==> config.mk <==
export PLATFORM = sky130hd
export DESIGN_NAME = jtdsp16_do_ctl
export DESIGN_NICKNAME = d
export VERILOG_FILES = /design/src/rtl/jtdsp16_pkg.sv /design/src/rtl/jtdsp16_do_cache.sv /design/src/rtl/jtdsp16_do_ctl.sv
export SDC_FILE = /design/constraint.sdc
export NUM_CORES = 1
export LEC_CHECK = 0
export CORE_ASPECT_RATIO = 0.8
export CORE_MARGIN = 3
export CORE_UTILIZATION = 45
export CTS_CLUSTER_SIZE = 24
export DETAILED_ROUTE_END_ITERATION = 8
export HOLD_SLACK_MARGIN = 0.06
export SYNTH_ARGS = -nofsm -noshare
export SYNTH_HDL_FRONTEND = slang
export SYNTH_SLANG_ARGS = --single-unit
==> constraint.sdc <==
create_clock -name clk -period 3.9 [get_ports clk]
set_input_delay 0.39 -clock clk [delete_from_list [all_inputs] [get_ports clk]]
set_output_delay 0.39 -clock clk [all_outputs]
set_load 0.005 [all_outputs]
==> src/rtl/jtdsp16_pkg.sv <==
// rtl/jtdsp16_pkg.sv - shared state encoding and cache constants for the do/redo sequencer
package jtdsp16_pkg;

    typedef enum logic [1:0] {
        ST_IDLE   = 2'd0,
        ST_LOAD   = 2'd1,
        ST_REPLAY = 2'd2
    } do_state_t;

    localparam int CACHE_DEPTH = 15;
    localparam int KMAX        = 127;

endpackage

==> src/rtl/jtdsp16_do_cache.sv <==
// rtl/jtdsp16_do_cache.sv - 15x16 loop-body register file, one write port, one async read port
module jtdsp16_do_cache
    import jtdsp16_pkg::*;
#(
    parameter int AW    = 4,
    parameter int DW    = 16,
    parameter int DEPTH = CACHE_DEPTH
) (
    input  logic          clk,
    input  logic          we,
    input  logic [AW-1:0] waddr,
    input  logic [DW-1:0] din,
    input  logic [AW-1:0] raddr,
    output logic [DW-1:0] dout
);

    logic [DW-1:0] mem_q [DEPTH];

    // Contents are deliberately not reset; only slots written during LOAD are ever read.
    always_ff @(posedge clk) begin
        if (we && (int'(waddr) < DEPTH)) begin
            mem_q[waddr] <= din;
        end
    end

    assign dout = (int'(raddr) < DEPTH) ? mem_q[raddr] : '0;

endmodule

==> src/rtl/jtdsp16_do_ctl.sv <==
// rtl/jtdsp16_do_ctl.sv - do/redo loop sequencer: loads a body into the cache, then replays it
module jtdsp16_do_ctl
    import jtdsp16_pkg::*;
#(
    parameter int CW = 4,
    parameter int KW = 7
) (
    input  logic          rst,
    input  logic          clk,
    input  logic          cen,
    input  logic          ins_adv,
    input  logic          do_req,
    input  logic          redo_req,
    input  logic [CW-1:0] ni,
    input  logic [KW-1:0] k,
    input  logic [15:0]   rom_dout,
    output logic [15:0]   cache_dout,
    output logic          use_cache,
    output logic          pc_halt,
    output logic          busy,
    output logic [KW-1:0] iter_left
);

    localparam logic [CW-1:0] PTR_ONE  = CW'(1);
    localparam logic [KW-1:0] ITER_ONE = KW'(1);

    do_state_t     state_q, state_d;
    logic [CW-1:0] ptr_q, ptr_d;
    logic [CW-1:0] n_q, n_d;
    logic [KW-1:0] iter_q, iter_d;
    logic          use_cache_q, pc_halt_q, busy_q;

    logic [KW-1:0] k_eff;
    logic [CW-1:0] n_last;
    logic          cache_we;

    // K=0 in the instruction is treated as a single pass.
    assign k_eff    = (k == '0) ? ITER_ONE : k;
    assign n_last   = n_q - PTR_ONE;
    assign cache_we = cen && ins_adv && (state_q == ST_LOAD);

    // Next-state logic: IDLE accepts requests (do wins), LOAD/REPLAY step one slot per retire.
    always_comb begin
        state_d = state_q;
        ptr_d   = ptr_q;
        n_d     = n_q;
        iter_d  = iter_q;
        unique case (state_q)
            ST_IDLE: begin
                if (do_req) begin
                    if (ni != '0) begin
                        n_d     = ni;
                        iter_d  = k_eff;
                        ptr_d   = '0;
                        state_d = ST_LOAD;
                    end
                end else if (redo_req && (n_q != '0)) begin
                    iter_d  = k_eff;
                    ptr_d   = '0;
                    state_d = ST_REPLAY;
                end
            end
            ST_LOAD, ST_REPLAY: begin
                if (ins_adv) begin
                    if (ptr_q != n_last) begin
                        ptr_d = ptr_q + PTR_ONE;
                    end else begin
                        ptr_d   = '0;
                        iter_d  = iter_q - ITER_ONE;
                        state_d = (iter_q == ITER_ONE) ? ST_IDLE : ST_REPLAY;
                    end
                end
            end
            default: state_d = ST_IDLE;
        endcase
    end

    // State and registered outputs; outputs follow the next state so the switch to cache is bubble-free.
    always_ff @(posedge clk or posedge rst) begin
        if (rst) begin
            state_q     <= ST_IDLE;
            ptr_q       <= '0;
            n_q         <= '0;
            iter_q      <= '0;
            use_cache_q <= 1'b0;
            pc_halt_q   <= 1'b0;
            busy_q      <= 1'b0;
        end else if (cen) begin
            state_q     <= state_d;
            ptr_q       <= ptr_d;
            n_q         <= n_d;
            iter_q      <= iter_d;
            use_cache_q <= (state_d == ST_REPLAY);
            pc_halt_q   <= (state_d == ST_REPLAY);
            busy_q      <= (state_d != ST_IDLE);
        end
    end

    jtdsp16_do_cache #(
        .AW (CW),
        .DW (16)
    ) u_cache (
        .clk   (clk),
        .we    (cache_we),
        .waddr (ptr_q),
        .din   (rom_dout),
        .raddr (ptr_q),
        .dout  (cache_dout)
    );

    assign use_cache = use_cache_q;
    assign pc_halt   = pc_halt_q;
    assign busy      = busy_q;
    // iter reaches 0 on every exit path, so it already reads 0 in IDLE.
    assign iter_left = iter_q;

endmodule

==> run metrics, run 1 <==
status finished clean; Tot GR Track Use 17.9%; unrepaired setup endpoints after global routing false; Netlist cell types 54; Core Util, Final 54.6%; Die Height 144 um; initial DRC count 504; Final TNS setup 0 ps; largest net degree at the start of global routing 71; clk buf depth 3; layout cell share with drive strength beyond 1 20.7%; most frequent cells in the layout edfxtp_1 (240), clkdlybuf4s50_1 (58), mux4_2 (48); Layout Area Growth over Synthesis 17.3%; Worst setup EP type primary output; IO Pins 59; Post-synth EDFFs 240; crit path kind flip-flop to primary output; row count 49; Final ANT Viol Nets 0; worst skew pair latency 510 ps; CTS tree built; Hold WC Path Type primary input to async pin; die area 0.0256 mm^2; total core area 0.0229 mm^2; period utilization 92.2%; yosys warns 0; Final Skew 8.79 ps; Initial Utilization 46.6%; commonest non-fill, non-tap cell in the layout edfxtp_1; combined area of the multi-input logic cells 0.00279 mm^2; Reg2Reg Depth 5; final hold slack 321 ps; Worst Tran Pin Value 833 ps; pwr dens 637 mW/mm^2; nets 717; Post-Layout Cell Count 996; gate count of the mapped netlist 596; fill cell count 1778; total vias in the final route 5621; cells resized by post-CTS repair 0; met3 Use GR 2.51%; worst path arrival time 3210 ps; Diodes inserted 0; vias per std cell 5.64; CTS Buf Count 25; Post-Route WL 22300 um; first-pass GRT wire length 34600 um; DPL Wire Length 13300 um; post-synthesis sequential area ratio 72.1%; Chip Width 178 um; I/O Buffers 58; gr ovfl total 0; leakage 4.03 nW; clock sink count 259; CTS Hold Bufs 0; flops & latches, synth 259; final hold viol count 0; dpl cells 952; number of antenna violations at the first check in global routing 0; vias in the first global route 5762; CTS Root Cell clkbuf_16; synthesized area 0.0106 mm^2; # Post-CTS Setup Buffers 0; Routed wire per std cell 22.4 um; Mean Syn Cell Area 17.9 um^2; CP Max Fanout 52; Final Critical Period 3600 ps; DRC 0; H-tree level count 1; syn_nets 640; Max Cap Viol 0; async set or reset register ratio after synthesis 7.34%; Final Max Tran Viols 0; setup violators final 0; Critical Path RT 3510 ps; M1 GR Usage 26.6%; Max Clk Rate 278 MHz; Max IR drop VDD 351 uV; Worst-path clk slew 70 ps; CP Launch Type flip-flop; worst rel slew slack 44.3%; register area 0.00769 mm^2; most used routing layer met2; met2 Resource Use GR 28.5%; 1st-pass router iterations 4; ys flop type edfxtp_1; GPL Wtd Cong 0.801
==> routing by layer <==
layer	vias to the layer above	wire, um
met4	0	361
met5	-	0
li1	2544	-
met1	2915	10400
met3	32	863
met2	130	10700
==> registers in the layout (all words and copies together) (netlist names) <==
| signal | flops |
|---|---|
| u_cache.mem_q | 240 |
| busy | 1 |
| n_q | 4 |
| pc_halt | 1 |
| state_q | 2 |
| iter_left | 7 |
| ptr_q | 4 |
==> cell type report <==
class                      instances  area share, %
tap                              306           3.07
inverter                          17          0.511
clock buffer                      30           5.16
sequential                       259           61.5
timing repair buffer              84           6.41
clock inverter                    14           1.00
multi-input combinational        286           22.3
==> kinds of logic (layout without fill, tap and decap cells) <==
group                      count (synthesis)  after routing  share of synthesized area (%)
muxes                                     83             83                           13.5
DFF                                      259            259                           72.1
adders and majority gates                 11             11                           1.29
and+or+nand+nor                           96             96                           4.36
AOI/OAI and AO/OA                         91             91                           6.03
xor gates and xnor gates                   5              5                          0.552
buffers and inverters                     51            145                           2.16
==> power breakdown <==
group	switching [W]	internal (W)	total, W
Clock	0.000965	0.00131	0.00227
Sequential	0.000143	0.00316	0.00330
Combinational	0.00122	0.00116	0.00238
Total	0.00233	0.00563	0.00796
==> metrics by stage <==
| stage | setup slack, ps | instance area, um^2 | total power (W) |
|---|---|---|---|
| after floorplan | 847 | 10600 | 0.00491 |
| after global placement | 812 | 11700 | 0.00573 |
| after detailed placement | 780 | 11700 | 0.00577 |
| after CTS | 235 | 12500 | 0.00805 |
| after global routing | 98.7 | 12500 | 0.00837 |
| final | 302 | 12500 | 0.00796 |
==> critical path, cell delays in order (launching register included) <==
cell	delay, ps
dfrtp_2	750
buf_4	650
mux4_2	410
a221oi_1	260
a21oi_1	80
clkdlybuf4s50_1	470
==> Yosys cell counts (7+ instances only) <==
cell / number / area share (%)
mux4_2: 48 / 10
ha_1: 11 / 1.3
buf_2: 10 / 0.47
nand2_1: 43 / 1.5
a21oi_1: 19 / 0.89
inv_1: 17 / 0.60
nor3_1: 8 / 0.38
edfxtp_1: 240 / 68
nor2_1: 16 / 0.56
o21ai_0: 29 / 1.4
mux2i_1: 33 / 3.1
dfrtp_1: 19 / 4.5
a221oi_1: 13 / 1.1
nand3_1: 7 / 0.33
clkbuf_1: 18 / 0.63
==> worst paths after layout <==
path / start / endpoint / slack (ps)
worst max-delay path: ptr_q[1] / cache_dout[4] / 300
worst min-delay path: rst / iter_left[1] / 320
worst max register to register: ptr_q[1] / u_cache.mem_q[6][3] / 830
worst min register to register: busy / busy / 540
max in group asynchronous: rst / ptr_q[0] / 3000
min in group clk: ni[1] / n_q[1] / 520
Power figures use the tool's default switching activity.
==> run 2, diff against run 1 <==
Settings changed: ABC_AREA set to 1, PLACE_DENSITY set to 0.75.
==> run 2 against run 1 <==
Global-route usage grew 2.6 points; die area grew 0.84%; synthesized cell count grew 45%; non-clock buffer count grew 2; synthesized area grew 0.87%; final cell count grew 26%; sequential cell count is the same; cell area is essentially flat; critical path depth grew 1; critical path type unchanged; highest routed layer is now met5.
==> run metrics, run 2 <==
Reg power frac 39.7%; multiplexer share of the synthesized area 0%; Worst setup EP type primary output; Routed wire per std cell 21.3 um; Comb pwr share 33.3%; CTS Buf Count 25; syn_nets 911; clk buf depth 3; max reg flops 240; worst skew pair latency 520 ps; commonest non-fill, non-tap cell in the layout edfxtp_1; DPL Wire Length 15500 um; setup violators final 0; Synth top area share 67.1%; gr ovfl total 0; nets 974; H-tree level count 1; Initial Utilization 46.7%; fill cell count 1874; P_sw 0.00287 W; Final Max Tran Viols 0; ys flop type edfxtp_1; Max Cap Viol 0; vias in the first global route 7122; async set or reset register ratio after synthesis 7.34%; die area 0.0258 mm^2; largest cells by area after synthesis edfxtp_1 (67%), o21ai_0 (5.3%), nand2_1 (4.6%); synthesized area 0.0107 mm^2; leakage 4.23 nW; layout cell share with drive strength beyond 1 10.0%; final setup margin 325 ps; count leader, synth edfxtp_1; Mean Syn Cell Area 12.4 um^2; Tot GR Track Use 20.4%; clock sink count 259; flops & latches, synth 259; CTS Hold Bufs 0; Chip Width 179 um; Final ANT Viol Nets 0; IO Pins 59; Max Clk Rate 280 MHz; yosys warns 0; largest register by flop count u_cache.mem_q; Sw Ratio 33.9%; area leader, netlist edfxtp_1; total core area 0.0230 mm^2; Internal 0.00557 W; first-pass GRT wire length 40400 um; gate count of the mapped netlist 867; Hold WC Path Type primary input to async pin; final hold viol count 0; worst rel slew slack 27.1%; CP Max Fanout 11; adder-cell area share of the yosys netlist 1.28%; largest net degree at the start of global routing 71; most frequent cells in the layout edfxtp_1 (240), nand2_1 (133), o21ai_0 (114); DRC 0; total vias in the final route 7347; Layout Area Growth over Synthesis 16.2%; period utilization 91.7%; initial DRC count 1047; Worst Tran Pin Value 1090 ps; largest family of logic cells by synthesized area compound AO/OA/AOI/OAI gates; post-synthesis sequential area ratio 71.5%; GPL Wtd Cong 0.804; number of antenna violations at the first check in global routing 1; clock share of power 27.0%; Critical Path RT 3510 ps; Post-Synth XOR/XNOR Area 0.396%; 1st-pass router iterations 5; Final Critical Period 3570 ps; Reg2Reg Depth 6; Die Height 144 um; Diodes inserted 0; Final TNS setup 0 ps; Worst-path clk slew 60 ps; Max IR drop VDD 413 uV; CTS Root Cell clkbuf_16; area share of and/or/nand/nor cells after synthesis 11.4%; crit path kind flip-flop to primary output; unrepaired setup endpoints after global routing false; worst path arrival time 3180 ps; vias per std cell 5.86; Netlist cell types 33; CP Launch Type flip-flop; Final Skew 8.15 ps; Post-synth EDFFs 240; row count 49; Post-Place Setup Slack 707 ps; commonest cells in the netlist edfxtp_1 (240), nand2_1 (133), nor2_1 (119); Post-Route WL 26700 um; CTS tree built; status finished clean; pwr dens 676 mW/mm^2; I/O Buffers 58; Compound-Gate Fraction of Synth Area 11.7%
==> run 2: cell types whose count changed after synthesis, moves of 11 or more <==
| cell | previous run | this run |
|---|---|---|
| nor2_1 | 16 | 119 |
| nand2_1 | 43 | 133 |
| o21ai_0 | 29 | 114 |
| mux4_2 | 48 | 0 |
| o22ai_1 | 1 | 48 |
| mux2i_1 | 33 | 0 |
| nand3_1 | 7 | 31 |
| o2111ai_1 | 0 | 16 |
| a21oi_1 | 19 | 4 |
| a41oi_1 | 1 | 16 |
| a221oi_1 | 13 | 0 |
| inv_1 | 17 | 28 |
==> run 2: kinds of logic (layout without fill, tap and decap cells) <==
| kind of cell | Yosys count | in the layout |
|---|---|---|
| AND/OR/NAND/NOR | 301 | 301 |
| AO/OA/AOI/OAI | 209 | 209 |
| buffers and inverters | 83 | 164 |
| XOR/XNOR | 4 | 4 |
| flip-flops | 259 | 259 |
| adder cells (fa/ha/maj) | 11 | 11 |
==> run 2: area by class of cell <==
type	count	area (um^2)	share of cell area (%)
Clock inverter	12	100	0.802
Clock buffer	33	656	5.25
Multi-Input combinational cell	525	2710	21.7
Timing Repair Buffer	86	828	6.63
Tap cell	306	383	3.07
Inverter	33	126	1.01
Sequential cell	259	7690	61.6
==> run 2: stage by stage <==
stage / hold slack, ps / std cells / power [W] / cell area, um^2 / util (%)
final: 295 / 1254 / 0.00844 / 12500 / 54.3
after floorplan: 341 / 867 / 0.00508 / 10700 / -
after CTS: 322 / 1253 / 0.00841 / 12500 / 54.2
after global routing: 362 / 1254 / 0.00887 / 12500 / 54.3
after detailed placement: 487 / 1208 / 0.00613 / 11700 / 50.9
after global placement: 476 / 1208 / 0.00606 / 11700 / 50.9
==> run 2: repair_timing <==
action | in CTS | in global routing
gates resized for setup | 0 | 0
buffers inserted | 0 | 1
endpoints found under the setup margin | 0 | 2
==> run 2: power by group through the flow <==
stage,Sequential (W),Combinational (W),Clock [W]
global placement,0.00344,0.00262,0
floorplan,0.00330,0.00178,0
detailed placement,0.00344,0.00269,0
CTS,0.00339,0.00272,0.00231
global route,0.00337,0.00308,0.00242
finish,0.00335,0.00281,0.00228
==> run 2: critical path: stages (launching register included) <==
cell	delay, ps
dfrtp_1	640
inv_1	180
nor2_2	580
buf_4	290
nand2_1	100
a41oi_1	310
clkdlybuf4s50_1	560
==> run 2: worst paths after layout <==
path                       startpoint                   to  slack (ps)
hold reg to reg                n_q[1]               n_q[1]         500
setup / recovery             ptr_q[2]       cache_dout[11]         330
setup reg to reg             ptr_q[2]  u_cache.mem_q[8][4]         930
max in group asynchronous         rst             ptr_q[0]        3070
hold / removal                    rst         iter_left[1]         290
min in group clk                ni[2]               n_q[2]         470
==> run 2: layer usage <==
| metal | vias to the layer above | wire [um] | GRT usage (%) |
|---|---|---|---|
| li1 | 3305 | - | - |
| met5 | - | 7 | 0 |
| met4 | 2 | 600 | 4.88 |
| met1 | 3602 | 11200 | 29.5 |
| met2 | 376 | 12300 | 32.8 |
| met3 | 62 | 2580 | 3.41 |
